### config.mk
export PLATFORM = sky130hd
export DESIGN_NAME = regfile_access_ctrl
export DESIGN_NICKNAME = d
export VERILOG_FILES = /design/src/rtl/regfile_access_ctrl.sv
export SDC_FILE = /design/constraint.sdc
export NUM_CORES = 1
export LEC_CHECK = 0
export CORE_MARGIN = 2
export CORE_UTILIZATION = 42
export DETAILED_ROUTE_END_ITERATION = 8
export HOLD_SLACK_MARGIN = 0.05
export PLACE_DENSITY = 0.77
export SYNTH_ARGS = -nofsm -noshare
export SYNTH_HDL_FRONTEND = slang
export SYNTH_SLANG_ARGS = --single-unit
### constraint.sdc
create_clock -name clk -period 4.28 [get_ports clk]
set_input_delay 0.428 -clock clk [delete_from_list [all_inputs] [get_ports clk]]
set_output_delay 0.428 -clock clk [all_outputs]
set_load 0.02 [all_outputs]
### src/rtl/regfile_access_ctrl.sv
// rtl/regfile_access_ctrl.sv - register file initiator: operand fetch FSM with write bypass and one-entry writeback buffer
module regfile_access_ctrl #(
    parameter int XLEN   = 32,
    parameter int ADDR_W = 5
) (
    input  logic              clk,
    input  logic              rst,
    input  logic              instr_valid,
    output logic              instr_ready,
    input  logic [31:0]       instr,
    output logic              op_valid,
    input  logic              op_ready,
    output logic [XLEN-1:0]   op_a,
    output logic [XLEN-1:0]   op_b,
    output logic [ADDR_W-1:0] op_rd,
    input  logic              wb_valid,
    output logic              wb_ready,
    input  logic [ADDR_W-1:0] wb_rd,
    input  logic [XLEN-1:0]   wb_data,
    output logic [ADDR_W-1:0] rf_a1,
    output logic [ADDR_W-1:0] rf_a2,
    output logic [ADDR_W-1:0] rf_a3,
    output logic [XLEN-1:0]   rf_wd3,
    output logic              rf_we3,
    input  logic [XLEN-1:0]   rf_rd1,
    input  logic [XLEN-1:0]   rf_rd2
);

    typedef enum logic [1:0] {
        IDLE  = 2'd0,
        FETCH = 2'd1,
        HOLD  = 2'd2
    } state_t;

    state_t state_q, state_d;

    logic [ADDR_W-1:0] rf_a1_q, rf_a2_q, rf_a3_q, op_rd_q;
    logic [XLEN-1:0]   rf_wd3_q, op_a_q, op_b_q;
    logic              rf_we3_q, pending_q, op_valid_q;
    logic [XLEN-1:0]   byp1, byp2;
    logic              instr_fire, wb_fire;
    logic              unused_instr_bits;

    assign unused_instr_bits = ^{instr[31:25], instr[14:12], instr[6:0]};

    assign instr_ready = (state_q == IDLE);
    assign instr_fire  = instr_ready && instr_valid;
    assign wb_ready    = !pending_q;
    assign wb_fire     = wb_valid && wb_ready;

    always_comb begin
        state_d = state_q;
        case (state_q)
            IDLE:    if (instr_valid) state_d = FETCH;
            FETCH:   state_d = HOLD;
            HOLD:    if (op_ready) state_d = IDLE;
            default: state_d = IDLE;
        endcase
    end

    always_ff @(posedge clk or posedge rst) begin
        if (rst) begin
            state_q <= IDLE;
        end else begin
            state_q <= state_d;
        end
    end

    // A write pulsing this cycle has not reached the file yet, so forward it; x0 reads as zero.
    always_comb begin
        byp1 = rf_rd1;
        byp2 = rf_rd2;
        if (rf_a1_q == '0) begin
            byp1 = '0;
        end else if (rf_we3_q && (rf_a3_q == rf_a1_q)) begin
            byp1 = rf_wd3_q;
        end
        if (rf_a2_q == '0) begin
            byp2 = '0;
        end else if (rf_we3_q && (rf_a3_q == rf_a2_q)) begin
            byp2 = rf_wd3_q;
        end
    end

    always_ff @(posedge clk or posedge rst) begin
        if (rst) begin
            rf_a1_q    <= '0;
            rf_a2_q    <= '0;
            op_rd_q    <= '0;
            op_a_q     <= '0;
            op_b_q     <= '0;
            op_valid_q <= 1'b0;
        end else begin
            if (instr_fire) begin
                rf_a1_q <= instr[19:15];
                rf_a2_q <= instr[24:20];
                op_rd_q <= instr[11:7];
            end
            if (state_q == FETCH) begin
                op_a_q     <= byp1;
                op_b_q     <= byp2;
                op_valid_q <= 1'b1;
            end else if ((state_q == HOLD) && op_ready) begin
                op_valid_q <= 1'b0;
            end
        end
    end

    // The pending flag blocks acceptance for the pulse cycle, giving one write per two cycles.
    always_ff @(posedge clk or posedge rst) begin
        if (rst) begin
            rf_a3_q   <= '0;
            rf_wd3_q  <= '0;
            rf_we3_q  <= 1'b0;
            pending_q <= 1'b0;
        end else begin
            if (wb_fire) begin
                rf_a3_q   <= wb_rd;
                rf_wd3_q  <= wb_data;
                rf_we3_q  <= (wb_rd != '0);
                pending_q <= 1'b1;
            end else begin
                rf_we3_q  <= 1'b0;
                pending_q <= 1'b0;
            end
        end
    end

    assign op_valid = op_valid_q;
    assign op_a     = op_a_q;
    assign op_b     = op_b_q;
    assign op_rd    = op_rd_q;
    assign rf_a1    = rf_a1_q;
    assign rf_a2    = rf_a2_q;
    assign rf_a3    = rf_a3_q;
    assign rf_wd3   = rf_wd3_q;
    assign rf_we3   = rf_we3_q;

endmodule

Word level (Yosys, flattened, before mapping)
Index checks and enable logic that the tools add are counted.

Eq/ne operators: 6. Muxes and demuxes: 11. Reduce and logical (&&, ||, !) cells: 12.

Operators by type and width (count): 32-bit 2-to-1 mux (4); 5-bit == test (2); 5-bit logical NOT (2); 2-bit one-hot mux with 3 select lines (1); 1-bit logical AND (5); 5-bit nonzero test (1); 1-bit 2-to-1 mux (4); 2-bit 2-to-1 mux (2); 2-bit != test (second input constant) (2); 2-bit by 1-bit == test with 1-bit output (second input constant) (1); 2-bit == test (second input constant) (1); 2-bit logical NOT (1); 2-bit AND reduction (1); 2-bit nonzero test (1); 1-bit logical NOT (1).

Bits in registers: 121. Input bits: 138. Output and inout port bits: 120. Word-level logic and storage cells: 40.

Longest topological paths before layout
Depth after elaboration: 4. Mapped depth: 7. Mapped depth without buffers: 4.

Worst setup path after synthesis
Ideal clock, no wire load.

Path type: reg2reg. Start: register state_q[0]. End: register op_rd_q[0] (netlist: op_rd[0]). Library setup time: 0.128 ns. Data arrival time: 1.585 ns. Data required time: 4.152 ns. Path slack: 2.567 ns. Cell stages (with the launch flop): 6. Cells stage by stage: dfrtp_1 -> nor2_1 -> and2_1 -> buf_2 -> buf_2 -> mux2_1.

Longest elaborated chain between the ends: 2.

Ends and longest elaborated chain: start, declared (line 35) `state_t state_q, state_d;`; start signal, assigned (line 65) `state_q <= state_d;`; 2-bit logical NOT (line 46) `assign instr_ready = (state_q == IDLE);`; named net instr_ready (line 9) `output logic instr_ready,`; 1-bit logical AND (line 47) `assign instr_fire = instr_ready && instr_valid;`; end signal, assigned (line 97) `op_rd_q <= instr[11:7];`; end, declared (line 37) `logic [ADDR_W-1:0] rf_a1_q, rf_a2_q, rf_a3_q, op_rd_q;`.

The timed path passes the listed nets, and every way through them passes these cells. A chain may end at the register's enable or synchronous reset.

Final worst setup path
Start: register state_q[1]. End: register op_b_q[24] (netlist: op_b[24]).

Longest elaborated chain between the ends: 1.

Ends and longest elaborated chain: 2-bit by 1-bit == test with 1-bit output (line 99) `if (state_q == FETCH) begin`; end signal, assigned (line 101) `op_b_q <= byp2;`; end, declared (line 38) `logic [XLEN-1:0] rf_wd3_q, op_a_q, op_b_q;`.

Every way passes these cells.

==> flow_summary.json <==
{
  "core-area_mm2": 0.0137,
  "min_period_over_period_pct": 62.3,
  "dieHeight_um": 122,
  "clkTransAtPathRegs_ns": 0.05,
  "seq_power_share_pct": 31.8,
  "fin_nets": 874,
  "cp-end-kind": "flip-flop",
  "synth-seq-cells": 121,
  "drtIter0Drc": 319,
  "wl_um": 17800,
  "ff2ff_path_depth": 6,
  "rsz0062_at_grt": "no",
  "path_max_fanout": 38,
  "hold_depth": 1,
  "worst_ir_drop_vdd_uv": 447,
  "ctsResizeCount": 0,
  "ys_seq_area_share_pct": 52.0,
  "synth_compound_area_share_pct": 14.0,
  "grt_pass1_wl_um": 28000,
  "drv_slew": 0,
  "grt_util_met2_pct": 40.4,
  "io_buffers": 240,
  "tritoncts": "built",
  "fp.dieW_um": 122,
  "cts-root-buf": "clkbuf_16",
  "drive_above_1_share_pct": 19.7,
  "initial_core_util_pct": 42.5,
  "avgRoutedWirePerCell_um": 19.3,
  "power.total_mw": 6.00,
  "r2r_slack_ns": 1.62,
  "syn_area_per_cell_um2": 11.4,
  "synthCells": 513,
  "finalHoldViolations": 0,
  "post_dp_cell_area_mm2": 0.00828,
  "worstSetupPathType": "flip-flop to flip-flop",
  "max_freq_mhz": 375,
  "num_antenna_cells": 0,
  "crit_chain": "nand2b_2 -> buf_4 -> a21oi_4 -> buf_4 -> nand4_1 -> o211ai_2",
  "grt_busiest_layer": "met2",
  "swShare_pct": 39.4,
  "synth_top_family_by_area": "simple AND/OR/NAND/NOR gates",
  "synth_nets": 651,
  "p_leak_nw": 3.67,
  "syn_to_final_growth_pct": 50.8,
  "hpwlAfterDp_um": 11900,
  "synthAdderAreaFrac_pct": 0,
  "switchingPower_mw": 2.36,
  "hp-class": "flip-flop to flip-flop",
  "yosysTopAreaCellShare_pct": 52.0,
  "cp-start-kind": "flip-flop",
  "synth-xor-area-share_pct": 1.50,
  "setup_violations": 0,
  "synthSimpleGateAreaFrac_pct": 17.4,
  "dr.pass1.iters": 4,
  "max_stage_delay_ns": 0.53,
  "clkLatencyLatePin_ns": 0.41,
  "drt.antenna.violating_nets": 0,
  "critPathSlowestCell": "nand2b_2",
  "rows": 43,
  "met3_usage_pct": 7.02,
  "place_ws_ns": 1.63,
  "cts_buffers": 17,
  "maxCapViolCount": 0,
  "path_common_cell": "buf_4",
  "crit_required_ns": 4.61,
  "setup_tns_ns": 0,
  "fin_util_pct": 64.0,
  "netlist_area_mm2": 0.00582,
  "cts_post_setup_buffers_inserted": 0,
  "antenna_found_initial": 0,
  "fin_area_mm2": 0.00878,
  "worst_pin_slew_ns": 1.04,
  "gr-usage-all-layers_pct": 24.8,
  "cts_buffer_depth": 2,
  "hold_buffers": 0,
  "yosysWarningCount": 0,
  "ioPinCount": 258,
  "comb_power_share_pct": 47.6,
  "synth_area_leaders": "dfrtp_1 (52%), o211ai_2 (13%), nand2_1 (8.4%), mux2_2 (8.3%), nand4_1 (6.9%)",
  "relSlewSlack_pct": 30.5,
  "use_met1_pct": 30.4,
  "drc": 0,
  "synth_mux_area_share_pct": 10.1,
  "htreeDepth": 4,
  "grt_overflow": 0,
  "intPower_mw": 3.64,
  "gp_congestion": 0.812,
  "p_clk_share_pct": 20.6,
  "status": "completed",
  "fin_worst_skew_ns": 0.00831,
  "via_count": 5093,
  "cts_sinks": 121,
  "grt_pass1_vias": 5377,
  "cellPowerDensity_mw_per_mm2": 683,
  "timing.final.crit_period_ns": 2.66,
  "yosys.cell_types.count": 27,
  "setup_ws_ns": 1.62,
  "grt_max_degree": 74,
  "critPathArrivalTime_ns": 2.99,
  "yosysTopAreaCell": "dfrtp_1",
  "vias_per_cell": 5.50,
  "die_area_mm2": 0.0148
}
## metal layers
layer / part of all wire (%) / wire length [µm]
met5: 0 / 0
met1: 40 / 7180
met3: 7.3 / 1310
met4: 3.0 / 530
met2: 49 / 8820
## placed cells by master (no fill, tap or decap), types with 2 or more instances in the layout
| cell type | n |
|---|---|
| buf_4 | 11 |
| dfrtp_1 | 121 |
| nor2_1 | 5 |
| clkdlybuf4s50_1 | 240 |
| xnor2_1 | 2 |
| and2_2 | 2 |
| and2_1 | 3 |
| o211ai_1 | 4 |
| inv_1 | 2 |
| nand2_1 | 130 |
| nor4_4 | 2 |
| nor3_1 | 2 |
| mux2_2 | 43 |
| nand4_1 | 64 |
| clkbuf_8 | 3 |
| clkbuf_16 | 17 |
| a21oi_4 | 2 |
| xor2_1 | 8 |
| o211ai_2 | 60 |
| mux2_1 | 9 |
| clkbuf_1 | 5 |
| clkinv_2 | 4 |
## state kept, by name (all words and copies together) (netlist names)
| name | flops |
|---|---|
| rf_a1 | 5 |
| rf_we3 | 1 |
| pending_q | 1 |
| op_a | 32 |
| op_rd | 5 |
| op_b | 32 |
| state_q | 2 |
| op_valid | 1 |
| rf_a2 | 5 |
| rf_a3 | 5 |
| rf_wd3 | 32 |
## path summary, 6_finish.rpt
kind / from / end
max: state_q[1] / op_b[24]
min: op_rd[3] / op_rd[3]
max reg2reg: state_q[1] / op_b[24]
min reg2reg: op_rd[3] / op_rd[3]
max in group asynchronous: rst / rf_wd3[24]
min in group asynchronous: rst / op_a[31]
## final cells by class
type	instances	area (µm²)
clock inverters	4	20.0
flip-flops and latches	121	3030
inverters	3	13.8
clock buffers	25	485
multi-input cells	342	2530
well taps	180	225
repair buffers	251	2480
fillers	1072	4930
## power groups by stage
stage	clock network (mW)	registers [mW]	logic, mW
final	1.24	1.91	2.86
after global routing	1.32	1.97	3.04
after CTS	1.27	1.91	2.87
after detailed placement	0	1.92	2.85
after global placement	0	1.89	2.80
after floorplan	0	2.37	1.08
## critical path, delay by kind of cell (launching register included)
| kind | cells | cell delay, ns |
|---|---|---|
| buffers and inverters | 2 | 0.83 |
| AO/OA/AOI/OAI | 2 | 0.60 |
| flip-flops | 1 | 0.40 |
| AND/OR/NAND/NOR | 2 | 0.73 |
## per-stage QoR
stage          hold slack [ns]  instances
3_5_place_dp             0.472        897
2_1_floorplan            0.453        513
6_report                 0.489        926
4_1_cts                  0.490        926
3_3_place_gp             0.466        897
5_1_grt                  0.508        926
## cell usage after synthesis
cell and n:
o21a_1 1, nand2_1 130, inv_1 3, o211ai_1 4, nor3_1 2, o21ai_0 1, nand4_1 64, mux2_1 9
and2_1 5, xor2_1 8, a21oi_1 1, buf_12 3, mux2_2 43, nor4_4 2, clkbuf_1 27, nor2_1 5
dfrtp_1 121, nand2b_1 1, buf_8 3, buf_2 9, o211ai_2 60, a21oi_2 2, buf_1 3, or4_1 1
buf_6 2, nor2b_1 1, xnor2_1 2
## logic make-up (layout without fill, tap and decap cells)
kind of cell	count (synthesis)	count (layout)
multiplexers	52	52
AND/OR/NAND/NOR	211	211
AO/OA/AOI/OAI	69	69
flip-flops	121	121
buffers and inverters	50	283
XOR/XNOR	10	10
No activity file was read; power rests on OpenSTA's default activity.
==> edit: new RTL, config.mk and constraints unchanged <==
Encoding of `state_t`: now one-hot (3 bits for 3 states).
--- a/src/rtl/regfile_access_ctrl.sv
+++ b/src/rtl/regfile_access_ctrl.sv
@@ -28,6 +28,6 @@
 
-    typedef enum logic [1:0] {
-        IDLE  = 2'd0,
-        FETCH = 2'd1,
-        HOLD  = 2'd2
+    typedef enum logic [2:0] {
+        IDLE  = 3'b001,
+        FETCH = 3'b010,
+        HOLD  = 3'b100
     } state_t;
Formal check against the unedited RTL: same outputs for any inputs over 10 cycles, from zero or initial values and one cycle with rst high; not proved beyond that.
==> edit against the unedited design <==
Critical path depth shrank 1; critical path type unchanged; largest power group unchanged; area after synthesis up 1.0%; final area grew 0.26%; combinational power decreased by 5%; total power fell by 0.55%; global-route usage is 0.30 points lower; via count up 0.33%; routed wire length grew 0.64%; sequential cell count rose by 1; worst setup slack got worse by 80 ps.
==> edit: results (changes against the unedited design) <==
stage;metric;value;unit;change
yosys;XOR/XNOR share of the synthesized area;1.49;%;-0.015 points
global_routing;vias in the first global route;5261;;-2.2%
final_layout;final net count;876;;+0.23%
place;DP HPWL;12000;um;+0.79%
routing;WL final;18000;um;+0.64%
yosys;post-synthesis compound-gate area fraction;14.1;%;+0.073 points
worst_setup_path;CP max FO;66;;+74%
pwr;Switching Fraction;38.1;%;-1.3 points
yosys;Netlist cell types;30;;+11%
yosys;commonest cells in the netlist;nand2_1 (130), dfrtp_1 (121), nand4_1 (64);;
global_routing;GRT Resource Usage Total;24.5;%;-0.30 points
worst_setup_path;reg-to-reg slack, setup;1530;ps;-80 ps
yosys;Synth area leaders;dfrtp_1 (51%), o211ai_2 (12%), mux2_2 (9.6%);;
worst_setup_path;launch point of the critical path;state_q[2]$_DFFE_PP0P_;;
worst_hold_path;hold path start;op_b[7]$_DFFE_PP0P_;;
place;dpl ws;1550;ps;-76.2 ps
sta;Min Hold Slack;484;ps;-5.06 ps
yosys;Mapped Nets;656;;+0.77%
final_layout;layout cells sized above 1;19.8;%;+0.13 points
pwr;Lkg Pwr;3.64;nW;-0.85%
worst_hold_path;hold path cells;2;;+1
worst_hold_path;hold path endpoint;op_b[7]$_DFFE_PP0P_;;
global_routing;largest net degree at the start of global routing;84;;+14%
routing;DR iter-0 viols;356;;+12%
routing;via count of the routed design;5110;;+0.33%
worst_setup_path;FF-to-FF path depth;5;;-1
place;routability congestion estimate;0.786;;-3.2%
worst_setup_path;Slowest Stage Delay on Critical Path;710;ps;+180 ps
worst_setup_path;Critical R2R Capture;op_a[23]$_DFFE_PP0P_;;
sta;Final Skew;13.7;ps;+5.34 ps
pwr;combinational cell power;2.73;mW;-5%
pwr;Seq pwr share;32.3;%;+0.5 points
run_status;status;complete, no violations;;
global_routing;first-pass GRT wire length;27900;um;-0.40%
worst_setup_path;arrival time worst endpoint;3080;ps;+90 ps
edit: layout make-up:
cell class                 instances  area, um^2  share of cell area (%)
sequential                       122        3050                    34.7
multi-input combinational        343        2520                    28.6
timing repair buffer             248        2460                    28.0
clock buffer                      23         478                    5.43
tap                              180         225                    2.56
clock inverter                     4        45.0                   0.511
inverter                           6        25.0                   0.284
edit: routing by layer:
metal  GRT usage (%)  wire length, um  up-vias
met1            31.6             7320     2540
met2            38.6             8700      233
met3            7.43             1560       33
met4            9.41              376        0
li1                -                -     2304
met5               0                0        -
edit: stage by stage:
stage	power (mW)	cells	utilization, %
6_report	5.97	926	63.9
5_1_grt	6.27	926	63.9
4_1_cts	6.01	926	63.9
3_5_place_dp	4.68	899	60.1
3_3_place_gp	4.61	899	60.1
2_1_floorplan	3.43	518	-
edit: worst max-delay path, delay by kind of cell, from the launching register on:
family,cells,cell delay [ps]
simple gates,2,950
buf+inv,1,530
flops,1,420
compound gates,2,690
